===== src/rtl/fetch_pkg.sv =====
// Shared types and default sizes for the fetch / program-counter stage.
package fetch_pkg;

  localparam int unsigned PC_W  = 10;
  localparam int unsigned LUT_W = 5;
  localparam int unsigned CNT_W = 16;

  typedef enum logic [1:0] {
    IDLE = 2'd0,
    RUN  = 2'd1,
    DONE = 2'd2
  } fetch_state_t;

endpackage


===== src/rtl/fetch_ctrl_branch_lut.sv =====
// Branch-target table: register array with synchronous write and combinational read.
module branch_lut #(
  parameter int unsigned PC_W  = fetch_pkg::PC_W,
  parameter int unsigned LUT_W = fetch_pkg::LUT_W
) (
  input  logic             clk,
  input  logic             rst_n,
  input  logic             wr_en,
  input  logic [LUT_W-1:0] wr_idx,
  input  logic [PC_W-1:0]  wr_data,
  input  logic [LUT_W-1:0] rd_idx,
  output logic [PC_W-1:0]  rd_data
);
  import fetch_pkg::*;

  localparam int unsigned DEPTH = 2 ** LUT_W;

  logic [PC_W-1:0] mem [DEPTH];

  // Table storage: cleared on reset, written one entry per cycle when enabled.
  always_ff @(posedge clk) begin
    if (!rst_n) begin
      for (int unsigned i = 0; i < DEPTH; i++) begin
        mem[i] <= '0;
      end
    end else if (wr_en) begin
      mem[wr_idx] <= wr_data;
    end
  end

  assign rd_data = mem[rd_idx];

endmodule


===== src/rtl/fetch_ctrl.sv =====
// Program counter, run/done state machine and saturating cycle counter.
module fetch_ctrl #(
  parameter int unsigned PC_W  = fetch_pkg::PC_W,
  parameter int unsigned LUT_W = fetch_pkg::LUT_W,
  parameter int unsigned CNT_W = fetch_pkg::CNT_W
) (
  input  logic             clk,
  input  logic             rst_n,
  input  logic             start,
  input  logic [PC_W-1:0]  start_addr,
  input  logic             flag_in,
  input  logic             branch_en,
  input  logic             jump_en,
  input  logic             halt_req,
  input  logic [LUT_W-1:0] lut_idx,
  input  logic             lut_wr_en,
  input  logic [LUT_W-1:0] lut_wr_idx,
  input  logic [PC_W-1:0]  lut_wr_data,
  output logic [PC_W-1:0]  pc_out,
  output logic             running,
  output logic             done,
  output logic [CNT_W-1:0] cycle_count
);
  import fetch_pkg::*;

  fetch_state_t     state_q;
  logic [PC_W-1:0]  pc_q;
  logic [CNT_W-1:0] cnt_q;
  logic [PC_W-1:0]  target;
  logic             lut_we;
  logic             taken;

  // The table is only writable while no program is executing.
  assign lut_we = lut_wr_en && (state_q != RUN);
  assign taken  = jump_en || (branch_en && flag_in);

  branch_lut #(
    .PC_W  (PC_W),
    .LUT_W (LUT_W)
  ) u_lut (
    .clk     (clk),
    .rst_n   (rst_n),
    .wr_en   (lut_we),
    .wr_idx  (lut_wr_idx),
    .wr_data (lut_wr_data),
    .rd_idx  (lut_idx),
    .rd_data (target)
  );

  // State, PC and counter update; halt outranks any jump or branch.
  always_ff @(posedge clk) begin
    if (!rst_n) begin
      state_q <= IDLE;
      pc_q    <= '0;
      cnt_q   <= '0;
    end else begin
      case (state_q)
        RUN: begin
          if (cnt_q != '1) begin
            cnt_q <= cnt_q + CNT_W'(1);
          end
          if (halt_req) begin
            state_q <= DONE;
          end else if (taken) begin
            pc_q <= target;
          end else begin
            pc_q <= pc_q + PC_W'(1);
          end
        end
        default: begin
          if (start) begin
            state_q <= RUN;
            pc_q    <= start_addr;
            cnt_q   <= '0;
          end
        end
      endcase
    end
  end

  assign pc_out      = pc_q;
  assign running     = (state_q == RUN);
  assign done        = (state_q == DONE);
  assign cycle_count = cnt_q;

endmodule


===== config.mk =====
export PLATFORM = sky130hd
export DESIGN_NAME = fetch_ctrl
export DESIGN_NICKNAME = d
export VERILOG_FILES = /design/src/rtl/fetch_pkg.sv /design/src/rtl/fetch_ctrl_branch_lut.sv /design/src/rtl/fetch_ctrl.sv
export SDC_FILE = /design/constraint.sdc
export NUM_CORES = 1
export LEC_CHECK = 0
export ABC_AREA = 1
export CAP_MARGIN = 5
export CORE_UTILIZATION = 60
export CTS_BUF_LIST = sky130_fd_sc_hd__clkbuf_2 sky130_fd_sc_hd__clkbuf_4 sky130_fd_sc_hd__clkbuf_8
export CTS_CLUSTER_SIZE = 16
export DETAILED_ROUTE_END_ITERATION = 16
export DONT_BUFFER_PORTS = 1
export PLACE_DENSITY = 0.83
export REMOVE_ABC_BUFFERS = 1
export SLEW_MARGIN = 10
export SYNTH_ARGS = -nofsm -noshare
export SYNTH_HDL_FRONTEND = slang
export SYNTH_HIERARCHICAL = 1
export SYNTH_SLANG_ARGS = --single-unit

===== constraint.sdc =====
create_clock -name clk -period 2.35 [get_ports clk]
set_clock_uncertainty 0.15 [all_clocks]
set_input_delay 0.47 -clock clk [delete_from_list [all_inputs] [get_ports clk]]
set_output_delay 0.47 -clock clk [all_outputs]
set_load 0.005 [all_outputs]

Yosys cells after proc, flatten, opt, wreduce, memory -nomap -nowiden
Memory sizes are Yosys's and may differ from the RTL's.
Index checks and enable logic that the tools add are counted.
Operators by class
  add/sub/neg operators: 2
  eq/ne operators: 7
  mux-type cells: 17
  reductions and logical operators: 8
Operators by type and width (count)
  10-bit 2-to-1 mux: 5
  16-bit 2-to-1 mux: 3
  16-bit by 1-bit adder with 16-bit output (second input constant): 1
  16-bit inequality test (second input constant): 1
  10-bit by 1-bit adder with 10-bit output (second input constant): 1
  10-bit OR reduction: 1
  2-bit 2-to-1 mux: 3
  2-bit AND reduction: 3
  1-bit 2-to-1 mux: 5
  5-bit 2-to-1 mux: 1
  2-bit by 1-bit inequality test with 1-bit output (second input constant): 2
  2-bit inequality test (second input constant): 2
  2-bit by 1-bit == test with 1-bit output (second input constant): 1
  2-bit == test (second input constant): 1
  1-bit logical AND: 2
  2-bit nonzero test: 1
  1-bit logical OR: 1
Storage, ports and cells
  flip-flop bits (word level): 28
  RAM bits: 320
  input bits: 38
  output and inout bits: 28
  logic and storage cells: 38
  memories: 1
Memory list
  u_lut.mem: words 32, bits a word 10, read ports 1, clocked after Yosys merged registers in 0, write ports 32, line fetch_ctrl_branch_lut.sv:18  | logic [PC_W-1:0] mem [DEPTH];

Logic depth before layout (Yosys ltp)
Gate-level depths: netlist of the first run.
  depth after elaboration: 7
  mapped depth: 18
  depth with buffers taken out: 15

By module
The synthesis of the first run kept the hierarchy.
By module, submodules not included
  branch_lut: instances 1, cells each 1559, area an instance 14726.6 um2, seq. area each 9609.2 um2
  fetch_ctrl: instances 1, cells each 259, area an instance 1704.1 um2, seq. area each 560.5 um2

Least setup slack after synthesis of the first run
OpenSTA, ideal clock, no wires.
  kind: register to register
  start point: register state_q[1]
  end point: memory u_lut.mem[24][0] (enable)
  library setup time: 0.340 ns
  arrival time: 1.722 ns
  data required time: 1.860 ns
  slack: 0.138 ns
  cell stages (with the launch flop): 9
  path buffers: 2
  clock period less this slack: 2.212 ns
  path through: dfxtp_1 -> nor2_4 -> clkbuf_1 -> nor2_1 -> nand2_1 -> nor3_4 -> nand2_1 -> buf_2 -> nand2_1
RTL lines
  start: declaration: line fetch_ctrl.sv:26  | fetch_state_t state_q;
  start signal: assignment: line fetch_ctrl.sv:53  | state_q <= IDLE;
  start signal: assignment: line fetch_ctrl.sv:63  | state_q <= DONE;
  start signal: assignment: line fetch_ctrl.sv:72  | state_q <= RUN;
  end: declaration: line fetch_ctrl_branch_lut.sv:18

==> results of run 1 <==
## registers in the layout, indices dropped and copies added (netlist names)
signal	flops
u_lut/mem	320
cycle_count	16
pc_out	10
state_q	2
## routing by layer
metal / routed length (um) / share of wire (%) / up-vias / global-route usage (%)
met5: 0 / 0 / - / 0
met4: 1480 / 3.6 / 0 / 11.2
met3: 5610 / 14 / 141 / 7.82
met2: 19400 / 47 / 888 / 49.0
met1: 14800 / 36 / 6020 / 38.0
li1: - / - / 6001 / -
## cells in the mapped netlist (all sizes together) (2+ instances only)
master  instances  share of area (%)
xnor2           2               0.11
xor2            2               0.11
a21oi          33                1.0
o21ai          17               0.61
dfxtp          28                3.4
inv            42               0.97
nor3           15               0.73
ha              2               0.15
edfxtp        320                 58
nand2         573                 13
nor2          360                8.4
nand4           6               0.23
clkbuf         60                1.4
or2             4               0.15
o211ai          5               0.23
buf            79                2.5
clkinv          2              0.046
nand3         262                8.0
## metrics by stage
step | cell area [sq um] | setup slack, ns | utilization [%]
finish | 18000 | 0.0897 | 66.8
global route | 18000 | 0.000220 | 66.8
CTS | 17900 | 0.148 | 66.7
detailed placement | 16800 | 0.0859 | 62.7
global placement | 16800 | 0.131 | 62.7
floorplan | 15800 | 0.0657 | -
## worst max path at each step
stage | startpoint | end | slack [ns] | cells after the start
2_1_floorplan | lut_idx[1] | pc_out[3]$_SDFFE_PN0P_ | 0.07 | 11
3_3_place_gp | lut_wr_en | u_lut/mem[10][5]$_SDFFCE_PN0P_ | 0.13 | 7
3_5_place_dp | lut_wr_en | u_lut/mem[28][0]$_SDFFCE_PN0P_ | 0.09 | 7
4_1_cts | state_q[1]$_SDFFE_PN0P_ | u_lut/mem[28][0]$_SDFFCE_PN0P_ | 0.15 | 7
5_1_grt | state_q[1]$_SDFFE_PN0P_ | u_lut/mem[11][0]$_SDFFCE_PN0P_ | 0.0002 | 7
6_report | state_q[1]$_SDFFE_PN0P_ | u_lut/mem[27][5]$_SDFFCE_PN0P_ | 0.09 | 7
## tightest hold or removal path, stage by stage
cell	delay [ns]
sky130_fd_sc_hd__nand2_1	0.06
sky130_fd_sc_hd__nand3_1	0.08
sky130_fd_sc_hd__o211ai_1	0.08
sky130_fd_sc_hd__inv_1	0.05
## power by group
part	internal (W)	total (W)	switching (W)
Combinational	0.000310	0.00107	0.000763
Sequential	0.00700	0.00711	0.000109
Clock	0.00243	0.00467	0.00224
Total	0.00974	0.0129	0.00311
## cell families after synthesis
kind of cell	count (synthesis)	synth area share, %
flops	348	61.9
buf+inv	183	4.89
compound gates	58	1.98
simple gates	1223	30.9
fa+ha+maj	2	0.152
xor+xnor	4	0.213
## layout make-up
cell class / instances / area share [%]
sequential: 348 / 56.6
tap: 341 / 2.37
clock buffer: 72 / 4.92
clock inverter: 23 / 0.557
inverter: 44 / 0.933
timing repair buffer: 78 / 4.12
multi-input combinational: 1287 / 30.5
## repair_timing
action	in CTS	in global routing
setup endpoints to repair	0	62
hold buffers	11	1
hold endpoints to repair	17	1
gates resized for setup	0	7
==> qor.txt, run 1 <==
PLACEMENT
--------------------------------------------------------------------------------------------------
Count of port buffers added during placement ........................................            0
Placed cell count ...................................................................         2086
Detailed placement HPWL .............................................................     25400 um
Placer's final routability congestion estimate ......................................        0.912

CLOCK NETWORK
--------------------------------------------------------------------------------------------------
Longest Clk Path Bufs ...............................................................            3
Number of CTS-inserted buffers ......................................................           54
Number of levels in the clock H-tree ................................................            2
Setup repair bufs after CTS .........................................................            0
Clock network latency to the later pin of the worst-skew pair .......................      0.60 ns
Clock transition time at the flip-flop clock pins of the worst setup and hold paths .      0.06 ns
Clock tree root buffer cell ......................................................... sky130_fd_sc_hd__clkbuf_8
# clock sinks .......................................................................          348
Clock tree from TritonCTS ...........................................................        built

YOSYS
--------------------------------------------------------------------------------------------------
Mean cell area of the mapped netlist ................................................   9.04 sq um
Number of distinct library cells after synthesis ....................................           36
Yosys reg bits ......................................................................          348
Async S/R FF share, synth ...........................................................           0%
Synth Instances .....................................................................         1818
Post-synth top flop ................................................................. sky130_fd_sc_hd__edfxtp_1
EDFF count, synth ...................................................................          320
Cell area after synthesis ...........................................................  16400 sq um
Sequential element share of the synthesized area ....................................        61.9%
Warning count from the yosys run ....................................................            6

STA
--------------------------------------------------------------------------------------------------
Tmin final ..........................................................................      2.26 ns
Ratio of final minimum period to clock period .......................................        96.2%
Post-route setup TNS ................................................................         0 ns
Fmax achieved .......................................................................    0.442 GHz
Slew HR .............................................................................        61.8%
Final Hold Fails ....................................................................            0
Count of pins over their slew limit .................................................            0
Worst-margin pin slew ...............................................................     0.568 ns
Setup repair after global routing missed its margin .................................        false
Final setup viols ...................................................................            0
Final-layout worst hold slack .......................................................    0.0524 ns

CELLS AND AREA
--------------------------------------------------------------------------------------------------
Number of nets in the layout ........................................................         1853
Area taken by flip-flops and latches ................................................  10200 sq um
Count of non-filler cells in the finished layout ....................................         2193
Area growth from synthesis to final layout ..........................................        9.34%
Proportion of layout cells with a drive suffix above 1 ..............................        9.77%
Area of the multi-input gates .......................................................   5480 sq um
Number of fill cells ................................................................         1994
Most common cell after layout, fill and taps aside .................................. sky130_fd_sc_hd__nand2_1
Most frequent cells in the layout ................................................... 560 x sky130_fd_sc_hd__nand2_1, 354 x sky130_fd_sc_hd__nor2_1, 320 x sky130_fd_sc_hd__edfxtp_1
Number of diodes added for antenna fixing ...........................................            0

GLOBAL ROUTING
--------------------------------------------------------------------------------------------------
Vias in the first global route ......................................................        12300
Largest net degree at the start of global routing ...................................          162
Total grt overflow ..................................................................            0
Antenna violations before repair ....................................................            0
First-pass GRT wire length ..........................................................     64500 um
Aggregate global-route resource usage ...............................................        29.8%

SETUP PATH
--------------------------------------------------------------------------------------------------
Crit path arrival time ..............................................................      2.33 ns
Largest stage delay on the critical path ............................................      0.39 ns
Nature of the critical path startpoint ..............................................     register
Most common cell type on the critical path .......................................... sky130_fd_sc_hd__nand2_1
Reg2Reg Setup Slack .................................................................      0.09 ns
Maximum fanout count along the critical path ........................................           10
Buf/Inv on CP .......................................................................            1
Worst reg-to-reg path cell count ....................................................            7
Family with the most delay on the worst path ........................................ simple AND/OR/NAND/NOR gates
Critical path capture point type ....................................................     register
Highest-delay cell along the critical path .......................................... sky130_fd_sc_hd__dfxtp_1
Launch instance of the worst register-to-register path .............................. state_q[1]$_SDFFE_PN0P_
Critical register-to-register path endpoint ......................................... u_lut/mem[27][5]$_SDFFCE_PN0P_
Setup Crit Path Kind ................................................................      reg2reg
Sequence of cells on the critical path .............................................. nor2_4 > nor2_1 > nand2_1 > nor3_4 > buf_4 > nand2_1 > nand2_1
CP required .........................................................................      2.42 ns

ROUTE
--------------------------------------------------------------------------------------------------
Total wirelength of the detailed-routed design ......................................     41300 um
Initial drt markers .................................................................         1711
First drt pass iteration count ......................................................            7
Via-per-instance ratio ..............................................................         5.95
Average detailed-routed wire length per instance ....................................      18.8 um
Remaining DRCs ......................................................................            0
Via count ...........................................................................        13100
Remaining number of nets flagged by the antenna check after routing .................            0

WORST HOLD PATH
--------------------------------------------------------------------------------------------------
Depth of the worst hold-timing path .................................................            4
Worst Min Path Start ................................................................ start_addr[2]
End point of the worst hold path .................................................... pc_out[2]$_SDFFE_PN0P_
Hold/Removal Path Class .............................................................       in2reg

STATUS
--------------------------------------------------------------------------------------------------
Outcome .............................................................................    completed

FLOORPLAN
--------------------------------------------------------------------------------------------------
Core footprint ......................................................................  26900 sq um
Die Width ...........................................................................       167 um
Die area ............................................................................  28000 sq um
Initial cell density of the core ....................................................        61.1%
Die height ..........................................................................       167 um
Number of placed I/O pins ...........................................................           66
Site Rows ...........................................................................           60

FLOW RUN
--------------------------------------------------------------------------------------------------
Max-cap violation count .............................................................            0

POWER AND IR DROP
--------------------------------------------------------------------------------------------------
Static leakage ......................................................................      7.29 nW
Power density over the cells ........................................................  715 nW/um^2
VDD IR-drop max .....................................................................       441 uV
Power, Total ........................................................................     0.0129 W

Note: power is estimated with default switching activity, not from simulation.
==> run 2: changes to the inputs <==
PLACE_DENSITY = 0.85   (was 0.83)
==> qor.txt, run 2 (synthesis gave the netlist of run 1 again) <==
POWER AND IR DROP
--------------------------------------------------------------------------------------------------
Static leakage ......................................................................      7.31 nW   was 7.29 nW
Power, Total ........................................................................     0.0129 W   about the same
Power density over the cells ........................................................  718 nW/um^2   was 715 nW/um^2
VDD IR-drop max .....................................................................       435 uV   was 441 uV

ROUTE
--------------------------------------------------------------------------------------------------
Total length of routed met3 wires ...................................................      5070 um   was 5610 um
Via-per-instance ratio ..............................................................         5.89   was 5.95
DR top layer ........................................................................         met4   unchanged
Total wirelength of the detailed-routed design ......................................     41500 um   was 41300 um
Met2 Wirelength .....................................................................     19500 um   was 19400 um
Initial drt markers .................................................................         1647   was 1711
Remaining number of nets flagged by the antenna check after routing .................            0   unchanged
Remaining DRCs ......................................................................            0   unchanged
Via count ...........................................................................        13000   was 13100
Average detailed-routed wire length per instance ....................................      18.9 um   was 18.8 um
Wire length on met1 .................................................................     15500 um   was 14800 um
First drt pass iteration count ......................................................            6   was 7

STA
--------------------------------------------------------------------------------------------------
Final setup slack of the worst path .................................................     0.192 ns   was 0.0897 ns
Final setup viols ...................................................................            0   unchanged
Final Hold Fails ....................................................................            0   unchanged
Worst-margin pin slew ...............................................................     0.660 ns   was 0.568 ns
Fmax achieved .......................................................................    0.463 GHz   was 0.442 GHz
Final-layout worst hold slack .......................................................    0.0352 ns   was 0.0524 ns
Setup repair after global routing missed its margin .................................        false   unchanged
Count of pins over their slew limit .................................................            0   unchanged
Ratio of final minimum period to clock period .......................................        91.8%   was 96.2%
Tmin final ..........................................................................      2.16 ns   was 2.26 ns
Slew HR .............................................................................        55.7%   was 61.8%

FLOORPLAN
--------------------------------------------------------------------------------------------------
Die Width ...........................................................................       167 um   unchanged
Die height ..........................................................................       167 um   unchanged
Initial cell density of the core ....................................................        61.1%   unchanged
Die area ............................................................................  28000 sq um   unchanged
Number of placed I/O pins ...........................................................           66   unchanged
Site Rows ...........................................................................           60   unchanged
Core footprint ......................................................................  26900 sq um   unchanged

CLOCK NETWORK
--------------------------------------------------------------------------------------------------
Number of CTS-inserted buffers ......................................................           54   unchanged
Clock transition time at the flip-flop clock pins of the worst setup and hold paths .      0.06 ns   about the same
Setup repair bufs after CTS .........................................................            0   unchanged
Clock tree from TritonCTS ...........................................................        built   unchanged
Longest Clk Path Bufs ...............................................................            3   unchanged
Clock network latency to the later pin of the worst-skew pair .......................      0.60 ns   about the same
Clock tree root buffer cell ......................................................... sky130_fd_sc_hd__clkbuf_8   unchanged
# clock sinks .......................................................................          348   unchanged
Number of levels in the clock H-tree ................................................            2   unchanged

CELLS AND AREA
--------------------------------------------------------------------------------------------------
Number of diodes added for antenna fixing ...........................................            0   unchanged
Most frequent cells in the layout ................................................... 547 x sky130_fd_sc_hd__nand2_1, 354 x sky130_fd_sc_hd__nor2_1, 320 x sky130_fd_sc_hd__edfxtp_1   was 560 x sky130_fd_sc_hd__nand2_1, 354 x sky130_fd_sc_hd__nor2_1, 320 x sky130_fd_sc_hd__edfxtp_1
Number of nets in the layout ........................................................         1855   was 1853
Proportion of layout cells with a drive suffix above 1 ..............................        10.7%   was 9.77%
Register ranked first by flip-flop count ............................................    u_lut/mem   unchanged
Number of fill cells ................................................................         2003   was 1994
Number of flip-flops in the largest register ........................................          320   unchanged
Area growth from synthesis to final layout ..........................................        9.63%   was 9.34%
Final core area utilization .........................................................        67.0%   was 66.8%
Most common cell after layout, fill and taps aside .................................. sky130_fd_sc_hd__nand2_1   unchanged
Finished layout cell area ...........................................................  18000 sq um   about the same

SETUP PATH
--------------------------------------------------------------------------------------------------
Setup Crit Path Kind ................................................................      reg2reg   unchanged
Family with the most delay on the worst path ........................................ simple AND/OR/NAND/NOR gates   unchanged
Most common cell type on the critical path .......................................... sky130_fd_sc_hd__nand2_1   unchanged
Nature of the critical path startpoint ..............................................     register   unchanged
Maximum fanout count along the critical path ........................................            8   was 10
Highest-delay cell along the critical path .......................................... sky130_fd_sc_hd__dfxtp_1   unchanged
Crit path arrival time ..............................................................      2.32 ns   was 2.33 ns
Buf/Inv on CP .......................................................................            3   was 1
Critical path capture point type ....................................................     register   unchanged
CP required .........................................................................      2.51 ns   was 2.42 ns
Largest stage delay on the critical path ............................................      0.32 ns   was 0.39 ns
Sequence of cells on the critical path .............................................. inv_2 > nor2_4 > nor2_1 > nand2_2 > nor3_4 > buf_4 > nand2_1 > nand2_1 > buf_12   was nor2_4 > nor2_1 > nand2_1 > nor3_4 > buf_4 > nand2_1 > nand2_1

WORST HOLD PATH
--------------------------------------------------------------------------------------------------
Hold/Removal Path Class .............................................................       in2reg   unchanged

GLOBAL ROUTING
--------------------------------------------------------------------------------------------------
Vias in the first global route ......................................................        12400   was 12300
First-pass GRT wire length ..........................................................     64700 um   was 64500 um
Aggregate global-route resource usage ...............................................        29.9%   was 29.8%
Largest net degree at the start of global routing ...................................          162   unchanged
Total grt overflow ..................................................................            0   unchanged
Antenna violations before repair ....................................................            0   unchanged

PLACEMENT
--------------------------------------------------------------------------------------------------
Count of port buffers added during placement ........................................            0   unchanged
Worst setup timing slack at the placement stage .....................................   -0.0363 ns   was 0.0859 ns
Detailed placement HPWL .............................................................     25500 um   was 25400 um
Placer's final routability congestion estimate ......................................        0.938   was 0.912
Placed cell area ....................................................................  16800 sq um   about the same

STATUS
--------------------------------------------------------------------------------------------------
Outcome .............................................................................    completed   unchanged

FLOW RUN
--------------------------------------------------------------------------------------------------
Max-cap violation count .............................................................            0   unchanged

run 2: changes by cell type in the layout (fill, tap and decap cells not counted), sizes merged:
| cell | delta |
|---|---|
| clkinv | +5 |
| dlygate4sd3 | +1 |
| buf | +1 |
run 2: through the flow:
step | TNS (ns) | std cells
floorplan | 0 | 1679
global placement | 0 | 2087
detailed placement | -1.32 | 2087
CTS | 0 | 2200
global route | 0 | 2200
finish | 0 | 2200
run 2: what timing repair did:
item,CTS,global route
resized for setup,1,19
endpoints found under the setup margin,1,183
cloned,0,0
hold endpoints to repair,21,0
hold buffers,13,0
run 2: routing by layer:
metal,vias to the layer above,GRT usage (%)
met5,-,0
met2,858,48.5
li1,6009,-
met1,5947,39.5
met3,137,6.36
met4,0,12.3
run 2: power by group:
| group | total, W | internal [W] | switching (W) |
|---|---|---|---|
| sequential | 0.00711 | 0.00700 | 0.000109 |
| combinational | 0.00107 | 0.000312 | 0.000762 |
| clock | 0.00475 | 0.00245 | 0.00230 |
| total | 0.0129 | 0.00976 | 0.00317 |
run 2: final timing paths:
path	start	endpoint	slack (ns)	depth (start not counted)
setup / recovery	state_q[0]$_SDFFE_PN0P_	u_lut/mem[6][1]$_SDFFCE_PN0P_	0.19	9
setup reg to reg	state_q[0]$_SDFFE_PN0P_	u_lut/mem[6][1]$_SDFFCE_PN0P_	0.19	9
hold / removal	start_addr[2]	pc_out[2]$_SDFFE_PN0P_	0.04	4
hold reg to reg	state_q[0]$_SDFFE_PN0P_	state_q[0]$_SDFFE_PN0P_	0.37	2
run 2: worst reg2reg max path, delay by kind of cell (launching register included):
| family | cells | cell delay (ns) |
|---|---|---|
| simple gates | 6 | 0.95 |
| flops | 1 | 0.32 |
| buf+inv | 3 | 0.46 |
run 2: area by class of cell:
type / count / area (sq um) / area share [%]
flip-flops and latches: 348 / 10200 / 56.5
multi-input cells: 1287 / 5510 / 30.6
clock buffers: 72 / 885 / 4.91
repair buffers: 80 / 733 / 4.07
well taps: 341 / 427 / 2.37
inverters: 44 / 168 / 0.931
clock inverters: 28 / 124 / 0.688
